**config.mk**
```make
export PLATFORM = sky130hd
export DESIGN_NAME = muldiv_sequencer_flat
export DESIGN_NICKNAME = d
export VERILOG_FILES = /design/src/rtl/muldiv_pkg.sv /design/src/rtl/muldiv_sequencer_if.sv /design/src/rtl/muldiv_step.sv /design/src/rtl/muldiv_sequencer.sv /design/src/flat_wrapper.sv
export SDC_FILE = /design/constraint.sdc
export NUM_CORES = 1
export LEC_CHECK = 0
export CAP_MARGIN = 0
export CORE_UTILIZATION = 40
export DETAILED_ROUTE_END_ITERATION = 10
export PLACE_DENSITY_LB_ADDON = 0.25
export SETUP_SLACK_MARGIN = 0.3
export SKIP_LAST_GASP = 1
export SLEW_MARGIN = 15
export SYNTH_ARGS = -nofsm -noshare
export SYNTH_HDL_FRONTEND = slang
export SYNTH_SLANG_ARGS = --single-unit
export TNS_END_PERCENT = 30
```
**constraint.sdc**
```tcl
create_clock -name clk -period 3.19 [get_ports clk]
set_clock_uncertainty 0.05 [all_clocks]
set_input_delay 0.4785 -clock clk [delete_from_list [all_inputs] [get_ports clk]]
set_output_delay 0.4785 -clock clk [all_outputs]
set_load 0.01 [all_outputs]
```
**src/rtl/muldiv_pkg.sv**
```systemverilog
// muldiv_pkg: shared funct codes, FSM encoding and sizing for the HI/LO multiply/divide sequencer
package muldiv_pkg;
  localparam int DATA_W = 32;
  localparam int BPC_DEFAULT = 1;
  localparam int N = DATA_W / BPC_DEFAULT;
  localparam logic [5:0] F_MFHI  = 6'b010000;
  localparam logic [5:0] F_MTHI  = 6'b010001;
  localparam logic [5:0] F_MFLO  = 6'b010010;
  localparam logic [5:0] F_MTLO  = 6'b010011;
  localparam logic [5:0] F_MULT  = 6'b011000;
  localparam logic [5:0] F_MULTU = 6'b011001;
  localparam logic [5:0] F_DIV   = 6'b011010;
  localparam logic [5:0] F_DIVU  = 6'b011011;
  localparam logic [1:0] S_IDLE = 2'd0;
  localparam logic [1:0] S_RUN  = 2'd1;
  localparam logic [1:0] S_FIX  = 2'd2;
  function automatic logic is_hilo(input logic [5:0] f);
    return f inside {F_MFHI, F_MTHI, F_MFLO, F_MTLO, F_MULT, F_MULTU, F_DIV, F_DIVU};
  endfunction
endpackage

```
**src/rtl/muldiv_sequencer_if.sv**
```systemverilog
// muldiv_sequencer_if: execute-stage instruction/operand bus and HI/LO result bus
interface muldiv_sequencer_if;
  logic start;
  logic kill;
  logic [muldiv_pkg::DATA_W-1:0] ins;
  logic [muldiv_pkg::DATA_W-1:0] op1;
  logic [muldiv_pkg::DATA_W-1:0] op2;
  logic busy;
  logic done;
  logic stall;
  logic [muldiv_pkg::DATA_W-1:0] hi;
  logic [muldiv_pkg::DATA_W-1:0] lo;
  logic [muldiv_pkg::DATA_W-1:0] rd_data;
  modport master (output start, kill, ins, op1, op2, input busy, done, stall, hi, lo, rd_data);
  modport slave (input start, kill, ins, op1, op2, output busy, done, stall, hi, lo, rd_data);
endinterface

```
**src/rtl/muldiv_step.sv**
```systemverilog
// muldiv_step: one shift-add multiply or restoring-divide iteration on magnitudes
module muldiv_step
  import muldiv_pkg::*;
(
  input  logic              mul_i,
  input  logic [DATA_W-1:0] part_i,
  input  logic [DATA_W-1:0] q_i,
  input  logic [DATA_W-1:0] opd_i,
  output logic [DATA_W-1:0] part_o,
  output logic [DATA_W-1:0] q_o
);
  logic [DATA_W:0] sum;
  logic [DATA_W:0] sh;
  logic [DATA_W-1:0] diff;
  logic ge;
  // multiply consumes multiplier bits LSB-first; divide shifts dividend bits in MSB-first
  always_comb begin
    sum = {1'b0, part_i} + (q_i[0] ? {1'b0, opd_i} : '0);
    sh = {part_i, q_i[DATA_W-1]};
    ge = sh >= {1'b0, opd_i};
    diff = sh[DATA_W-1:0] - opd_i;
    part_o = mul_i ? sum[DATA_W:1] : (ge ? diff : sh[DATA_W-1:0]);
    q_o = mul_i ? {sum[0], q_i[DATA_W-1:1]} : {q_i[DATA_W-2:0], ge};
  end
endmodule

```
**src/rtl/muldiv_sequencer.sv**
```systemverilog
// muldiv_sequencer: multi-cycle MULT/MULTU/DIV/DIVU sequencer owning HI/LO
module muldiv_sequencer
  import muldiv_pkg::*;
#(
  parameter int BITS_PER_CYCLE = BPC_DEFAULT
) (
  input logic clk,
  input logic rst_n,
  muldiv_sequencer_if.slave bus
);
  localparam int NSTEP = DATA_W / BITS_PER_CYCLE;
  localparam int CW = $clog2(NSTEP);
  logic [1:0] state_q, state_d;
  logic [CW-1:0] cnt_q, cnt_d;
  logic done_q, done_d, mul_q, mul_d, neg_q, neg_d, rneg_q, rneg_d, dz_q, dz_d;
  logic [DATA_W-1:0] hi_q, hi_d, lo_q, lo_d, part_q, part_d, q_q, q_d, opd_q, opd_d;
  logic [DATA_W-1:0] part_c [BITS_PER_CYCLE+1];
  logic [DATA_W-1:0] q_c [BITS_PER_CYCLE+1];
  logic [DATA_W-1:0] m1, m2;
  logic [2*DATA_W-1:0] prod;
  logic [5:0] f;
  logic op_ok, hilo, md, sgn, mul, busy, unused_ins;
  assign f = bus.ins[5:0];
  assign op_ok = bus.ins[31:26] == 6'd0;
  assign unused_ins = ^bus.ins[25:6];
  assign hilo = op_ok & is_hilo(f);
  assign md = hilo & f[3];
  assign sgn = ~f[0];
  assign mul = ~f[1];
  assign m1 = sgn & bus.op1[DATA_W-1] ? -bus.op1 : bus.op1;
  assign m2 = sgn & bus.op2[DATA_W-1] ? -bus.op2 : bus.op2;
  assign busy = state_q != S_IDLE;
  assign prod = neg_q ? -{part_q, q_q} : {part_q, q_q};
  assign part_c[0] = part_q;
  assign q_c[0] = q_q;
  for (genvar i = 0; i < BITS_PER_CYCLE; i++) begin : g_step
    muldiv_step u_step (
      .mul_i (mul_q),
      .part_i(part_c[i]),
      .q_i   (q_c[i]),
      .opd_i (opd_q),
      .part_o(part_c[i+1]),
      .q_o   (q_c[i+1])
    );
  end
  always_comb begin
    state_d = state_q;
    cnt_d = cnt_q;
    done_d = 1'b0;
    hi_d = hi_q;
    lo_d = lo_q;
    part_d = part_q;
    q_d = q_q;
    opd_d = opd_q;
    mul_d = mul_q;
    neg_d = neg_q;
    rneg_d = rneg_q;
    dz_d = dz_q;
    if (bus.kill) state_d = S_IDLE;
    else if (state_q == S_IDLE) begin
      if (bus.start & md) begin
        state_d = S_RUN;
        cnt_d = '0;
        mul_d = mul;
        neg_d = sgn & (bus.op1[DATA_W-1] ^ bus.op2[DATA_W-1]);
        rneg_d = sgn & bus.op1[DATA_W-1];
        dz_d = ~mul & (bus.op2 == '0);
        part_d = '0;
        q_d = mul ? m2 : m1;
        opd_d = mul ? m1 : m2;
      end else if (bus.start & op_ok & (f == F_MTHI)) hi_d = bus.op1;
      else if (bus.start & op_ok & (f == F_MTLO)) lo_d = bus.op1;
    end else if (state_q == S_RUN) begin
      part_d = part_c[BITS_PER_CYCLE];
      q_d = q_c[BITS_PER_CYCLE];
      cnt_d = cnt_q + 1'b1;
      state_d = cnt_q == CW'(NSTEP - 1) ? S_FIX : S_RUN;
    end else begin
      // a zero divisor leaves |op1| as remainder, so the sign fix restores op1 in hi
      state_d = S_IDLE;
      done_d = 1'b1;
      hi_d = mul_q ? prod[2*DATA_W-1:DATA_W] : (rneg_q ? -part_q : part_q);
      lo_d = mul_q ? prod[DATA_W-1:0] : (dz_q ? '1 : (neg_q ? -q_q : q_q));
    end
  end
  always_ff @(posedge clk or negedge rst_n) begin
    if (!rst_n) begin
      state_q <= S_IDLE;
      cnt_q <= '0;
      done_q <= 1'b0;
      hi_q <= '0;
      lo_q <= '0;
      part_q <= '0;
      q_q <= '0;
      opd_q <= '0;
      mul_q <= 1'b0;
      neg_q <= 1'b0;
      rneg_q <= 1'b0;
      dz_q <= 1'b0;
    end else begin
      state_q <= state_d;
      cnt_q <= cnt_d;
      done_q <= done_d;
      hi_q <= hi_d;
      lo_q <= lo_d;
      part_q <= part_d;
      q_q <= q_d;
      opd_q <= opd_d;
      mul_q <= mul_d;
      neg_q <= neg_d;
      rneg_q <= rneg_d;
      dz_q <= dz_d;
    end
  end
  assign bus.busy = busy;
  assign bus.done = done_q;
  assign bus.stall = bus.start & busy & hilo;
  assign bus.hi = hi_q;
  assign bus.lo = lo_q;
  assign bus.rd_data = op_ok & (f == F_MFHI) ? hi_q : (op_ok & (f == F_MFLO) ? lo_q : '0);
endmodule

```
**src/flat_wrapper.sv**
```systemverilog
// flat-port wrapper written by rule: the top's interface ports become plain ports
module muldiv_sequencer_flat import muldiv_pkg::*;
#(
  parameter int BITS_PER_CYCLE = BPC_DEFAULT
)
  (clk, rst_n, bus_start, bus_kill, bus_ins, bus_op1, bus_op2, bus_busy, bus_done, bus_stall, bus_hi, bus_lo, bus_rd_data);
  muldiv_sequencer_if bus_i ();
  input logic clk;
  input logic rst_n;
  input wire logic [$bits(bus_i.start)-1:0] bus_start;
  input wire logic [$bits(bus_i.kill)-1:0] bus_kill;
  input wire logic [$bits(bus_i.ins)-1:0] bus_ins;
  input wire logic [$bits(bus_i.op1)-1:0] bus_op1;
  input wire logic [$bits(bus_i.op2)-1:0] bus_op2;
  output wire logic [$bits(bus_i.busy)-1:0] bus_busy;
  output wire logic [$bits(bus_i.done)-1:0] bus_done;
  output wire logic [$bits(bus_i.stall)-1:0] bus_stall;
  output wire logic [$bits(bus_i.hi)-1:0] bus_hi;
  output wire logic [$bits(bus_i.lo)-1:0] bus_lo;
  output wire logic [$bits(bus_i.rd_data)-1:0] bus_rd_data;
  assign bus_i.start = bus_start;
  assign bus_i.kill = bus_kill;
  assign bus_i.ins = bus_ins;
  assign bus_i.op1 = bus_op1;
  assign bus_i.op2 = bus_op2;
  assign bus_busy = bus_i.busy;
  assign bus_done = bus_i.done;
  assign bus_stall = bus_i.stall;
  assign bus_hi = bus_i.hi;
  assign bus_lo = bus_i.lo;
  assign bus_rd_data = bus_i.rd_data;
  muldiv_sequencer #(.BITS_PER_CYCLE(BITS_PER_CYCLE)) u_core (.clk(clk), .rst_n(rst_n), .bus(bus_i));
endmodule
```
==> out/qor.yml, run 1 <==
outcome:
  status: "finished, violations left"
  violations: "negative setup slack"
logic_synthesis:
  area_leader_netlist: "sky130_fd_sc_hd__dfrtp_1"
  ys.warnings.count: 0
  syn_avg_cell_area_um2: 7.61
  synth.area.top_cells: "sky130_fd_sc_hd__dfrtp_1 (28%), sky130_fd_sc_hd__mux2i_1 (6.6%), sky130_fd_sc_hd__a21oi_1 (6.5%)"
  mappedNetlistNets: 2217
  synth.lib_cells_used.distinct: 78
  synth_top_area_share_pct: 27.6
  synthArstFlopShare_pct: 100
  yosys_register_bits: 172
  synth_seq_area_share_pct: 27.6
  number_of_enable_flip_flop_cells_after_synthesis: 0
  post_synth_instance_area_mm2: 0.0156
  synth_flop_cell: "sky130_fd_sc_hd__dfrtp_1"
  count_of_mapped_cells_out_of_synthesis: 2045
timing:
  share_of_the_clock_period_used_by_the_worst_path_after_layout_pct: 102
  grt_setup_unrepaired: "true"
  timing.final.crit_period_ns: 3.25
  final_count_of_hold_timing_violations: 0
  setup_violations: 3
  relSlewSlack_pct: 30.3
  finalWorstSetupSlack_ns: -0.0575
  max_clk_rate_ghz: 0.308
  worst_pin_slew_ns: 1.04
  maxSlewViolCount: 0
floorplanning:
  die-width_um: 199
  site_row_count: 71
  die-area_mm2: 0.0397
  io_pins: 199
  effective_utilization_at_floorplan_pct: 41.0
  core_mm2: 0.0380
  die-height_um: 199
finish:
  post-route-util_pct: 57.5
  layout.filler_cells: 3520
  drive_above_1_share_pct: 22.9
  areaGrowthSynthToFinish_pct: 40.4
  layout.cells.non_filler: 2985
  nNetsFinal: 2633
  antenna-diode-count: 0
place:
  place.detailed.instances: 2908
  hpwlAfterDp_um: 51300
  io_buffers: 178
  gp_congestion: 1.01
  pre_cts_ws_ns: -0.221
route:
  drc: 0
  detail-route-antenna-nets: 0
  routed_via_density: 5.91
  vias: 17600
  drt_first_pass_iters: 6
  drt_iter0_markers: 1935
  route.detailed.wl_per_inst_um: 22.2
  drt_wl_total_um: 66200
clock_tree:
  clock-sinks: 172
  worst_setup_hold_path_clk_slew_ns: 0.08
  h-tree-depth: 4
  insertion_delay_ns: 0.46
  clock_tree_from_tritoncts: "done"
  clock_tree.buffer_depth: 2
  numCtsBuffers: 17
  cts.root.buffer_cell: "sky130_fd_sc_hd__clkbuf_16"
power_and_ir_drop:
  power_leakage_nw: 9.60
  seq_power_share_pct: 41.1
  net-switching-power_w: 0.00158
  power_w: 0.00540
  vdd_ir_drop_max_v: 0.000410
  power_switching_share_pct: 29.2
  clkPwrFrac_pct: 40.4
  comb_power_share_pct: 18.4
  power.density_mw_per_mm2: 247
  p_int_w: 0.00382
grt:
  via_count_of_the_first_global_routing_pass: 16400
  grt_max_degree: 104
  grt_first_pass_wirelength_um: 98200
  grt_overflow: 0
  initial_antenna_violation_count: 0
  total_global_route_track_usage_pct: 32.9
critical_path:
  regToRegSetupSlack_ns: -0.06
  worst-path-max-fanout: 7
  critical_path_arrival_ns: 3.56
  reg2reg_depth: 13
  timing_worst_setup_path_type: "reg -> reg"
  reg2reg_to: "u_core.part_q[30]$_DFFE_PN0P_"
  required_ns: 3.51
  r2r_start: "u_core.q_q[0]$_DFFE_PN0P_"
  crit_path_launch_type: "flop"
  crit_path_end_kind: "flop"
hold_path:
  min-delay-path-class: "in -> async"
run:
  drv.max_cap_violation_count: 0
==> sequential cells by signal, indices dropped and copies added, names as in the netlist <==
| signal | cells |
|---|---|
| u_core.bus.done | 1 |
| u_core.bus.hi | 32 |
| u_core.bus.lo | 32 |
| u_core.cnt_q | 5 |
| u_core.dz_q | 1 |
| u_core.mul_q | 1 |
| u_core.neg_q | 1 |
| u_core.opd_q | 32 |
| u_core.part_q | 32 |
| u_core.q_q | 32 |
| u_core.rneg_q | 1 |
| u_core.state_q | 2 |
==> critical path: stages, from the launching register on <==
cell and delay (ns):
sky130_fd_sc_hd__dfrtp_2 0.45, sky130_fd_sc_hd__clkinv_4 0.12, sky130_fd_sc_hd__buf_6 0.13, sky130_fd_sc_hd__nor2_4 0.04, sky130_fd_sc_hd__ha_4 0.29, sky130_fd_sc_hd__o211ai_1 0.10
sky130_fd_sc_hd__or3_4 0.41, sky130_fd_sc_hd__nor2_4 0.12, sky130_fd_sc_hd__a311o_1 0.27, sky130_fd_sc_hd__nand2_2 0.12, sky130_fd_sc_hd__o311a_4 0.35, sky130_fd_sc_hd__o21ai_4 0.16
sky130_fd_sc_hd__mux2_4 0.32, sky130_fd_sc_hd__a221oi_2 0.22
==> how the worst max path moves through the flow <==
stage	startpoint	end	slack, ns	cells after the start
3_3_place_gp	bus_op1[6]	u_core.q_q[22]$_DFFE_PN0P_	-0.24	11
4_1_cts	u_core.q_q[0]$_DFFE_PN0P_	u_core.part_q[25]$_DFFE_PN0P_	-0.04	14
5_1_grt	u_core.q_q[0]$_DFFE_PN0P_	u_core.part_q[30]$_DFFE_PN0P_	-0.13	13
6_report	u_core.q_q[0]$_DFFE_PN0P_	u_core.part_q[30]$_DFFE_PN0P_	-0.06	13
3_5_place_dp	bus_op1[6]	u_core.q_q[22]$_DFFE_PN0P_	-0.22	11
2_1_floorplan	u_core.q_q[0]$_DFFE_PN0P_	u_core.part_q[30]$_DFFE_PN0P_	0.19	13
==> stage by stage <==
| step | hold slack [ns] | setup TNS (ns) | area (um^2) |
|---|---|---|---|
| after detailed placement | 0.297 | -9.10 | 20100 |
| after global routing | 0.419 | -0.881 | 21900 |
| final | 0.391 | -0.129 | 21900 |
| after floorplan | 0.133 | 0 | 15700 |
| after CTS | 0.392 | -0.190 | 21300 |
| after global placement | 0.297 | -6.11 | 20100 |
==> cells in the mapped netlist (all sizes together) (19+ instances only) <==
master  number
nor2       258
nand2      210
a21oi      203
o21ai      199
dfrtp      172
clkbuf     115
mux2i      103
xnor2      102
ha          70
xor2        66
inv         59
nor3        42
nand3       30
o22ai       30
a211oi      25
a21o        25
o31ai       25
a31oi       24
nand2b      22
nor4        20
o211ai      19
==> timing repair <==
action	CTS	global route
buffers inserted	20	22
pin swaps	21	54
endpoints found under the setup margin	105	133
cloned	2	0
hold endpoints to repair	17	0
gates resized for setup	150	141
hold buffers	1	0
==> power groups by stage <==
stage                     clock network (W)  registers (W)  logic, W
after global routing                0.00228        0.00222   0.00106
after global placement                    0        0.00226  0.000940
final                               0.00218        0.00222  0.000996
after CTS                           0.00220        0.00222  0.000960
after detailed placement                  0        0.00226  0.000944
after floorplan                           0        0.00226  0.000428
==> cell type report <==
type,count,area [um^2],share of cell area (%)
Multi-Input combinational cell,1684,11500,52.6
Timing Repair Buffer,526,4590,21.0
Sequential cell,172,4310,19.7
Clock buffer,20,447,2.04
Tap cell,511,639,2.92
Inverter,60,230,1.05
Clock inverter,12,139,0.635
==> layout by cell type (no fill, tap or decap), drive strengths merged, types with 20 or more instances in the layout <==
cell type	n
buf	358
nor2	258
nand2	210
a21oi	203
o21ai	199
dfrtp	172
clkdlybuf4s50	136
mux2i	103
xnor2	102
ha	70
xor2	66
inv	60
nor3	42
o22ai	30
nand3	30
clkbuf	30
a21o	25
o31ai	25
a211oi	25
a31oi	24
nand2b	22
nor4	20
==> layer usage <==
metal,global-route usage (%),part of all wire (%)
met5,0,0
met4,14.2,3.9
met3,4.89,8.4
met2,49.8,43
met1,46.1,44
==> cells by family (layout without fill, tap and decap cells) <==
group	count (synthesis)	count (layout)	synth area share, %
adders and majority gates	72	72	5.88
muxes	110	110	7.13
and+or+nand+nor	682	682	20.0
buffers and inverters	189	618	4.58
xor gates and xnor gates	168	168	9.45
DFF	172	172	27.6
AOI/OAI and AO/OA	652	652	25.3
(Power assumes the default switching activity.)
==> run 2: changes to the inputs <==
--- a/config.mk
+++ b/config.mk
@@ -11,8 +11,8 @@
 export PLACE_DENSITY_LB_ADDON = 0.25
 export SETUP_SLACK_MARGIN = 0.3
 export SKIP_LAST_GASP = 1
-export SLEW_MARGIN = 15
 export SYNTH_ARGS = -nofsm -noshare
 export SYNTH_HDL_FRONTEND = slang
+export SYNTH_HIERARCHICAL = 1
 export SYNTH_SLANG_ARGS = --single-unit
 export TNS_END_PERCENT = 30
==> constraint.sdc (replaced) <==
create_clock -name clk -period 3.19 [get_ports clk]
set_clock_uncertainty 0.05 [all_clocks]
set_input_delay 0.4785 -clock clk [delete_from_list [all_inputs] [get_ports clk]]
set_output_delay 0.4785 -clock clk [all_outputs]
set_load 0.005 [all_outputs]
==> run 2 against run 1 <==
Effect of this change: the flow still finishes with violations (negative setup slack); synthesized cell count shrank 0.73%; routed wire length is 5.4% higher; sequential power barely moved; core utilization shrank 2.0 points; critical endpoint is now u_core/part_q[29]$_DFFE_PN0P_; largest power group is now the clock network.
==> out/qor.yml, run 2 <==
logic_synthesis:
  top_cells_by_count_synth: "sky130_fd_sc_hd__nor2_1 (182), sky130_fd_sc_hd__dfrtp_1 (172), sky130_fd_sc_hd__a21oi_1 (171), sky130_fd_sc_hd__nand2_1 (161), sky130_fd_sc_hd__o21ai_0 (133)"
  syn_avg_cell_area_um2: 7.92  # +4.0%
  yosys_register_bits: 172  # unchanged
  synth.lib_cells_used.distinct: 92  # +18%
  synth_top_area_share_pct: 26.8  # -0.86 points
  count_of_mapped_cells_out_of_synthesis: 2030  # -0.73%
  synth_seq_area_share_pct: 26.8  # -0.86 points
  synth.area.top_cells: "sky130_fd_sc_hd__dfrtp_1 (27%), sky130_fd_sc_hd__ha_1 (5.4%), sky130_fd_sc_hd__a21oi_1 (5.3%)"
  area_leader_netlist: "sky130_fd_sc_hd__dfrtp_1"
  synthArstFlopShare_pct: 100  # unchanged
  post_synth_instance_area_mm2: 0.0161  # +3.2%
  ys.warnings.count: 6  # +6
  synth_flop_cell: "sky130_fd_sc_hd__dfrtp_1"
  mappedNetlistNets: 2202  # -0.68%
  number_of_enable_flip_flop_cells_after_synthesis: 0  # unchanged
  synth_most_common_cell: "sky130_fd_sc_hd__nor2_1"
finish:
  areaGrowthSynthToFinish_pct: 36.9
  drive_above_1_share_pct: 22.9  # +0.060 points
  layout_commonest_cell: "sky130_fd_sc_hd__buf_4"
  nNetsFinal: 2596  # -1.4%
  final_cell_mix: "sky130_fd_sc_hd__buf_4 (312), sky130_fd_sc_hd__clkdlybuf4s50_1 (176), sky130_fd_sc_hd__nor2_1 (175)"
floorplanning:
  die-area_mm2: 0.0410  # +3.2%
  die-height_um: 202  # +1.6%
  core_mm2: 0.0396  # +4.3%
  io_pins: 199  # unchanged
  die-width_um: 202  # +1.6%
  site_row_count: 73  # +2.8%
  effective_utilization_at_floorplan_pct: 40.5  # -0.41 points
timing:
  final_count_of_hold_timing_violations: 0  # unchanged
  worst_pin_slew_ns: 0.969  # -0.0763 ns
  relSlewSlack_pct: 35.4  # +5.1 points
  finalWorstSetupSlack_ns: -0.251  # -0.194 ns
  grt_setup_unrepaired: "true"
  max_clk_rate_ghz: 0.291  # -5.6%
  share_of_the_clock_period_used_by_the_worst_path_after_layout_pct: 108  # +6.1 points
  timing.final.crit_period_ns: 3.44  # +0.194 ns
  setup_violations: 32  # +29
  maxSlewViolCount: 0  # unchanged
critical_path:
  crit_path_end_kind: "flop"
  timing_worst_setup_path_type: "reg -> reg"
  reg2reg_depth: 16  # +3
  crit_path_launch_type: "flop"
  required_ns: 3.48  # -0.03 ns
  critical_path_arrival_ns: 3.74  # +0.18 ns
  worst-path-max-fanout: 5  # -2
power_and_ir_drop:
  power_leakage_nw: 9.75  # +1.6%
  vdd_ir_drop_max_v: 0.000339  # -17%
  power.density_mw_per_mm2: 277  # +12%
  power_w: 0.00609  # +13%
place:
  io_buffers: 178  # unchanged
  hpwlAfterDp_um: 54000  # +5.3%
  pre_cts_ws_ns: -0.296  # -0.0748 ns
  gp_congestion: 0.994  # -1.3%
clock_tree:
  numCtsBuffers: 17  # unchanged
  h-tree-depth: 4  # unchanged
  clock-sinks: 172  # unchanged
  cts.root.buffer_cell: "sky130_fd_sc_hd__clkbuf_16"
  clock_tree_from_tritoncts: "done"
  insertion_delay_ns: 0.46  # about the same
  clock_tree.buffer_depth: 2  # unchanged
  worst_setup_hold_path_clk_slew_ns: 0.08  # about the same
route:
  drc: 0  # unchanged
  drt_iter0_markers: 1847  # -4.5%
  vias: 18200  # +3.2%
  routed_via_density: 6.14  # +3.9%
  drt_wl_total_um: 69700  # +5.4%
  route.detailed.wl_per_inst_um: 23.5  # +6.1%
  detail-route-antenna-nets: 0  # unchanged
  drt_first_pass_iters: 5  # -1
outcome:
  status: "finished, violations left"
  violations: "negative setup slack"
grt:
  total_global_route_track_usage_pct: 33.3  # +0.49 points
  grt_overflow: 0  # unchanged
  initial_antenna_violation_count: 1  # +1
  grt_first_pass_wirelength_um: 104000  # +6.3%
  via_count_of_the_first_global_routing_pass: 17200  # +4.9%
  grt_max_degree: 96  # -7.7%
hold_path:
  min_delay_path_depth: 3
  min-delay-path-class: "in -> reg"
run:
  drv.max_cap_violation_count: 0  # unchanged
[run 2: changes by cell type after synthesis, sizes merged, moves of 32 or more]
| cell | delta |
|---|---|
| nor2 | -76 |
| mux2i | -58 |
| o21ai | -55 |
| nand2 | -49 |
| mux2 | +37 |
| a21oi | -32 |
| and2 | +32 |
[run 2: metal layers]
metal | part of all wire, % | global-route usage, % | vias up
met2 | 43 | 50.1 | 961
li1 | - | - | 8296
met1 | 43 | 47.0 | 8778
met3 | 9.3 | 5.51 | 154
met4 | 4.4 | 14.3 | 0
met5 | 0 | 0 | -
[run 2: kinds of logic after synthesis]
logic type | Yosys count | synth area share (%)
and+or+nand+nor | 671 | 21.0
AOI/OAI and AO/OA | 659 | 26.8
buffers and inverters | 208 | 5.16
DFF | 172 | 26.8
xor gates and xnor gates | 159 | 8.66
muxes | 89 | 5.89
adders and majority gates | 72 | 5.70
[run 2: final cells by class]
| type | instances | area [um^2] |
|---|---|---|
| tap | 525 | 657 |
| clock inverter | 13 | 175 |
| timing repair buffer | 512 | 4530 |
| antenna | 2 | 5.00 |
| inverter | 70 | 265 |
| sequential | 172 | 4310 |
| multi-input combinational | 1651 | 11600 |
| fill | 3667 | 17600 |
| clock buffer | 19 | 443 |
[run 2: path summary, 6_finish.rpt]
kind                                            endpoint                        start  slack [ns]
max                        u_core/part_q[29]$_DFFE_PN0P_    u_core/q_q[0]$_DFFE_PN0P_       -0.25
min                         u_core/opd_q[14]$_DFFE_PN0P_                   bus_ins[1]        0.35
max reg2reg                u_core/part_q[29]$_DFFE_PN0P_    u_core/q_q[0]$_DFFE_PN0P_       -0.25
min reg2reg                  u_core/cnt_q[4]$_DFFE_PN0P_  u_core/cnt_q[4]$_DFFE_PN0P_        0.46
max in group asynchronous       u_core/mul_q$_DFFE_PN0P_                        rst_n        1.85
min in group asynchronous  u_core/bus.lo[13]$_DFFE_PN0P_                        rst_n        0.37
[run 2: critical path, cell delays in order, from the launching register on]
cell and delay [ns]:
sky130_fd_sc_hd__dfrtp_1 0.43, sky130_fd_sc_hd__buf_6 0.15, sky130_fd_sc_hd__and2_4 0.16, sky130_fd_sc_hd__ha_4 0.26
sky130_fd_sc_hd__and3_4 0.19, sky130_fd_sc_hd__and4_4 0.21, sky130_fd_sc_hd__o211ai_1 0.17, sky130_fd_sc_hd__a21oi_2 0.21
sky130_fd_sc_hd__buf_4 0.13, sky130_fd_sc_hd__o221a_4 0.18, sky130_fd_sc_hd__o211ai_1 0.08, sky130_fd_sc_hd__buf_4 0.17
sky130_fd_sc_hd__a2111oi_4 0.39, sky130_fd_sc_hd__nor3_2 0.09, sky130_fd_sc_hd__xor2_1 0.15, sky130_fd_sc_hd__mux2i_1 0.08
sky130_fd_sc_hd__a22o_1 0.21
[run 2: stage by stage]
| stage | util (%) | setup TNS (ns) | instances | hold WS (ns) | cell area, um^2 |
|---|---|---|---|---|---|
| after global placement | 51.6 | -4.42 | 2903 | 0.285 | 20500 |
| final | 55.5 | -3.84 | 2964 | 0.349 | 22000 |
| after CTS | 54.3 | -2.53 | 2949 | 0.337 | 21500 |
| after floorplan | - | -0.271 | 2030 | 0.133 | 16200 |
| after detailed placement | 51.6 | -4.97 | 2903 | 0.284 | 20500 |
| after global routing | 55.5 | -8.54 | 2963 | 0.346 | 22000 |
[run 2: what timing repair did]
item,4_1_cts,5_1_grt
endpoints found under the hold margin,18,0
endpoints found under the setup margin,68,87
gates resized for setup,51,80
setup buffers,8,11
hold buffers,1,0
cloned,5,2
pin swaps,25,62
[run 2: where the power goes]
group / internal [W] / leakage [nW] / switching [W]
registers: 0.00220 / 2.34 / 0.0000372
clock network: 0.00128 / 0.302 / 0.00102
logic: 0.000704 / 7.11 / 0.000849
==> run 3: changes to the inputs <==
--- a/config.mk
+++ b/config.mk
@@ -8,9 +8,9 @@
 export CAP_MARGIN = 0
 export CORE_UTILIZATION = 40
 export DETAILED_ROUTE_END_ITERATION = 10
+export HOLD_SLACK_MARGIN = 0.12
 export PLACE_DENSITY_LB_ADDON = 0.25
 export SETUP_SLACK_MARGIN = 0.3
-export SKIP_LAST_GASP = 1
 export SYNTH_ARGS = -nofsm -noshare
 export SYNTH_HDL_FRONTEND = slang
 export SYNTH_HIERARCHICAL = 1
==> run 3 against run 2 <==
Effect of this change: the run still ends with negative setup slack left; clock power hardly changed; routed wire length rose by 0.15%; via count barely moved; clock-buffer cell count is the same; combinational power is essentially flat; global-route usage about the same; sequential share of layout area rose by 0.054 points; setup slack worse by 0.010 ns; register-to-register slack about the same; final cell count is 0.10% lower; critical endpoint unchanged; largest power group unchanged.
==> out/qor.yml, run 3 (synthesis results as in run 2) <==
route:
  routed_via_density: 6.14  # about the same
  drt_iter0_markers: 1935  # +4.8%
  drt_first_pass_iters: 5  # unchanged
  vias: 18200  # -0.044%
  detail-route-antenna-nets: 0  # unchanged
  route.detailed.wl_per_inst_um: 23.6  # +0.25%
  drt_wl_total_um: 69800  # +0.15%
  drc: 0  # unchanged
floorplanning:
  site_row_count: 73  # unchanged
  die-width_um: 202  # unchanged
  core_mm2: 0.0396  # unchanged
  die-height_um: 202  # unchanged
  effective_utilization_at_floorplan_pct: 40.5  # unchanged
  io_pins: 199  # unchanged
  die-area_mm2: 0.0410  # unchanged
timing:
  worst_pin_slew_ns: 0.985  # +0.0161 ns
  timing.final.crit_period_ns: 3.45  # +0.0100 ns
  finalWorstSetupSlack_ns: -0.261  # -0.0100 ns
  share_of_the_clock_period_used_by_the_worst_path_after_layout_pct: 108  # +0.31 points
  grt_setup_unrepaired: "true"
  maxSlewViolCount: 0  # unchanged
  setup_violations: 33  # +3.1%
  final_count_of_hold_timing_violations: 0  # unchanged
  max_clk_rate_ghz: 0.290  # -0.29%
  relSlewSlack_pct: 34.4  # -1.1 points
  setup-tns-final_ns: -3.71  # +0.130 ns
power_and_ir_drop:
  vdd_ir_drop_max_v: 0.000340  # +0.46%
  power_w: 0.00609  # about the same
  power_leakage_nw: 9.73  # -0.21%
  power.density_mw_per_mm2: 278  # +0.36%
finish:
  nNetsFinal: 2593  # -0.12%
  layout.area.seq_mm2: 0.00431  # unchanged
  layout.filler_cells: 3685  # +0.49%
  layout_commonest_cell: "sky130_fd_sc_hd__buf_4"
  post-route-util_pct: 55.4  # -0.15 points
  drive_above_1_share_pct: 22.8  # -0.14 points
  areaGrowthSynthToFinish_pct: 36.6
  multi_input_comb_area_mm2: 0.0116  # about the same
  final_cell_mix: "sky130_fd_sc_hd__buf_4 (310), sky130_fd_sc_hd__nor2_1 (177), sky130_fd_sc_hd__clkdlybuf4s50_1 (176)"
clock_tree:
  cts.root.buffer_cell: "sky130_fd_sc_hd__clkbuf_16"
  clock_tree_from_tritoncts: "done"
  clock_tree.buffer_depth: 2  # unchanged
  worst_setup_hold_path_clk_slew_ns: 0.08  # about the same
  h-tree-depth: 4  # unchanged
  numCtsBuffers: 17  # unchanged
  clock-sinks: 172  # unchanged
  insertion_delay_ns: 0.46  # about the same
place:
  hpwlAfterDp_um: 54000  # unchanged
  io_buffers: 178  # unchanged
  pre_cts_ws_ns: -0.296  # unchanged
  gp_congestion: 0.994  # unchanged
critical_path:
  required_ns: 3.49  # about the same
  regToRegSetupSlack_ns: -0.26  # about the same
  timing.critical_path.from: "u_core/q_q[0]$_DFFE_PN0P_"
  r2r_start: "u_core/q_q[0]$_DFFE_PN0P_"
  timing_worst_setup_path_type: "reg -> reg"
  worst-path-max-fanout: 5  # unchanged
  crit_path_launch_type: "flop"
  critical_path_arrival_ns: 3.75  # about the same
  timing.critical_path.slowest_cell_delay_ns: 0.43  # about the same
  critical-path-slowest-cell: "sky130_fd_sc_hd__dfrtp_1"
  crit_path_end_kind: "flop"
  critical-path-top-delay-family: "compound AO/OA/AOI/OAI gates"
  critical_path_buf_inv_count: 3  # unchanged
  worst_path_cell_trace: "buf_6 -> and2_4 -> ha_4 -> and3_4 -> and4_4 -> o211ai_1 -> a21oi_2 -> buf_4 -> o221a_4 -> o211ai_1 -> buf_4 -> a2111oi_4 -> nor3_2 -> xor2_1 -> mux2i_1 -> a22o_1"
grt:
  initial_antenna_violation_count: 1  # unchanged
  via_count_of_the_first_global_routing_pass: 17200  # +0.081%
  grt_overflow: 0  # unchanged
  grt_max_degree: 96  # unchanged
  total_global_route_track_usage_pct: 33.4  # about the same
  grt_first_pass_wirelength_um: 104000  # about the same
run:
  drv.max_cap_violation_count: 0  # unchanged
outcome:
  status: "finished, violations left"
  violations: "negative setup slack"
hold_path:
  min-delay-path-class: "in -> reg"
  min-delay-start: "bus_ins[1]"
run 3: metrics by stage:
stage	instance area (um^2)	hold WS [ns]	instances
after global routing	21900	0.346	2960
after CTS	21600	0.337	2949
final	21900	0.345	2961
after global placement	20500	0.285	2903
after floorplan	16200	0.133	2030
after detailed placement	20500	0.284	2903
run 3: layout make-up:
type / count / area share [%]
Timing Repair Buffer: 509 / 20.4
Antenna cell: 2 / 0.0228
Inverter: 70 / 1.21
Tap cell: 525 / 2.99
Multi-Input combinational cell: 1651 / 52.9
Sequential cell: 172 / 19.6
Clock buffer: 19 / 2.02
Clock inverter: 13 / 0.798
run 3: where the power goes:
part / leakage, nW / switching (W) / internal, W
combinational: 7.09 / 0.000847 / 0.000704
sequential: 2.34 / 0.0000368 / 0.00220
clock: 0.302 / 0.00103 / 0.00128
total: 9.73 / 0.00191 / 0.00418
run 3: what timing repair did:
| action | in CTS | in global routing |
|---|---|---|
| hold buffers | 1 | 0 |
| hold endpoints to repair | 18 | 0 |
| cloned | 5 | 1 |
| setup buffers | 8 | 9 |
| setup endpoints to repair | 68 | 87 |
| pin swaps | 30 | 53 |
| gates resized for setup | 64 | 65 |
run 3: path summary, 6_finish.rpt:
check / cells after the start / endpoint
setup / recovery: 16 / u_core/part_q[29]$_DFFE_PN0P_
hold / removal: 3 / u_core/opd_q[14]$_DFFE_PN0P_
setup reg to reg: 16 / u_core/part_q[29]$_DFFE_PN0P_
hold reg to reg: 2 / u_core/bus.lo[14]$_DFFE_PN0P_
max in group asynchronous: 3 / u_core/q_q[31]$_DFFE_PN0P_
min in group asynchronous: 2 / u_core/bus.lo[13]$_DFFE_PN0P_
run 3: routing by layer:
metal  GRT usage (%)  part of all wire [%]
met1            47.1                    43
met2            50.1                    43
met3            5.51                   8.9
met4            14.3                   4.3
met5               0                     0
run 3: tightest hold or removal path, cell delays in order:
cell	delay, ns
sky130_fd_sc_hd__buf_4	0.15
sky130_fd_sc_hd__nand2_1	0.07
sky130_fd_sc_hd__a22o_1	0.11
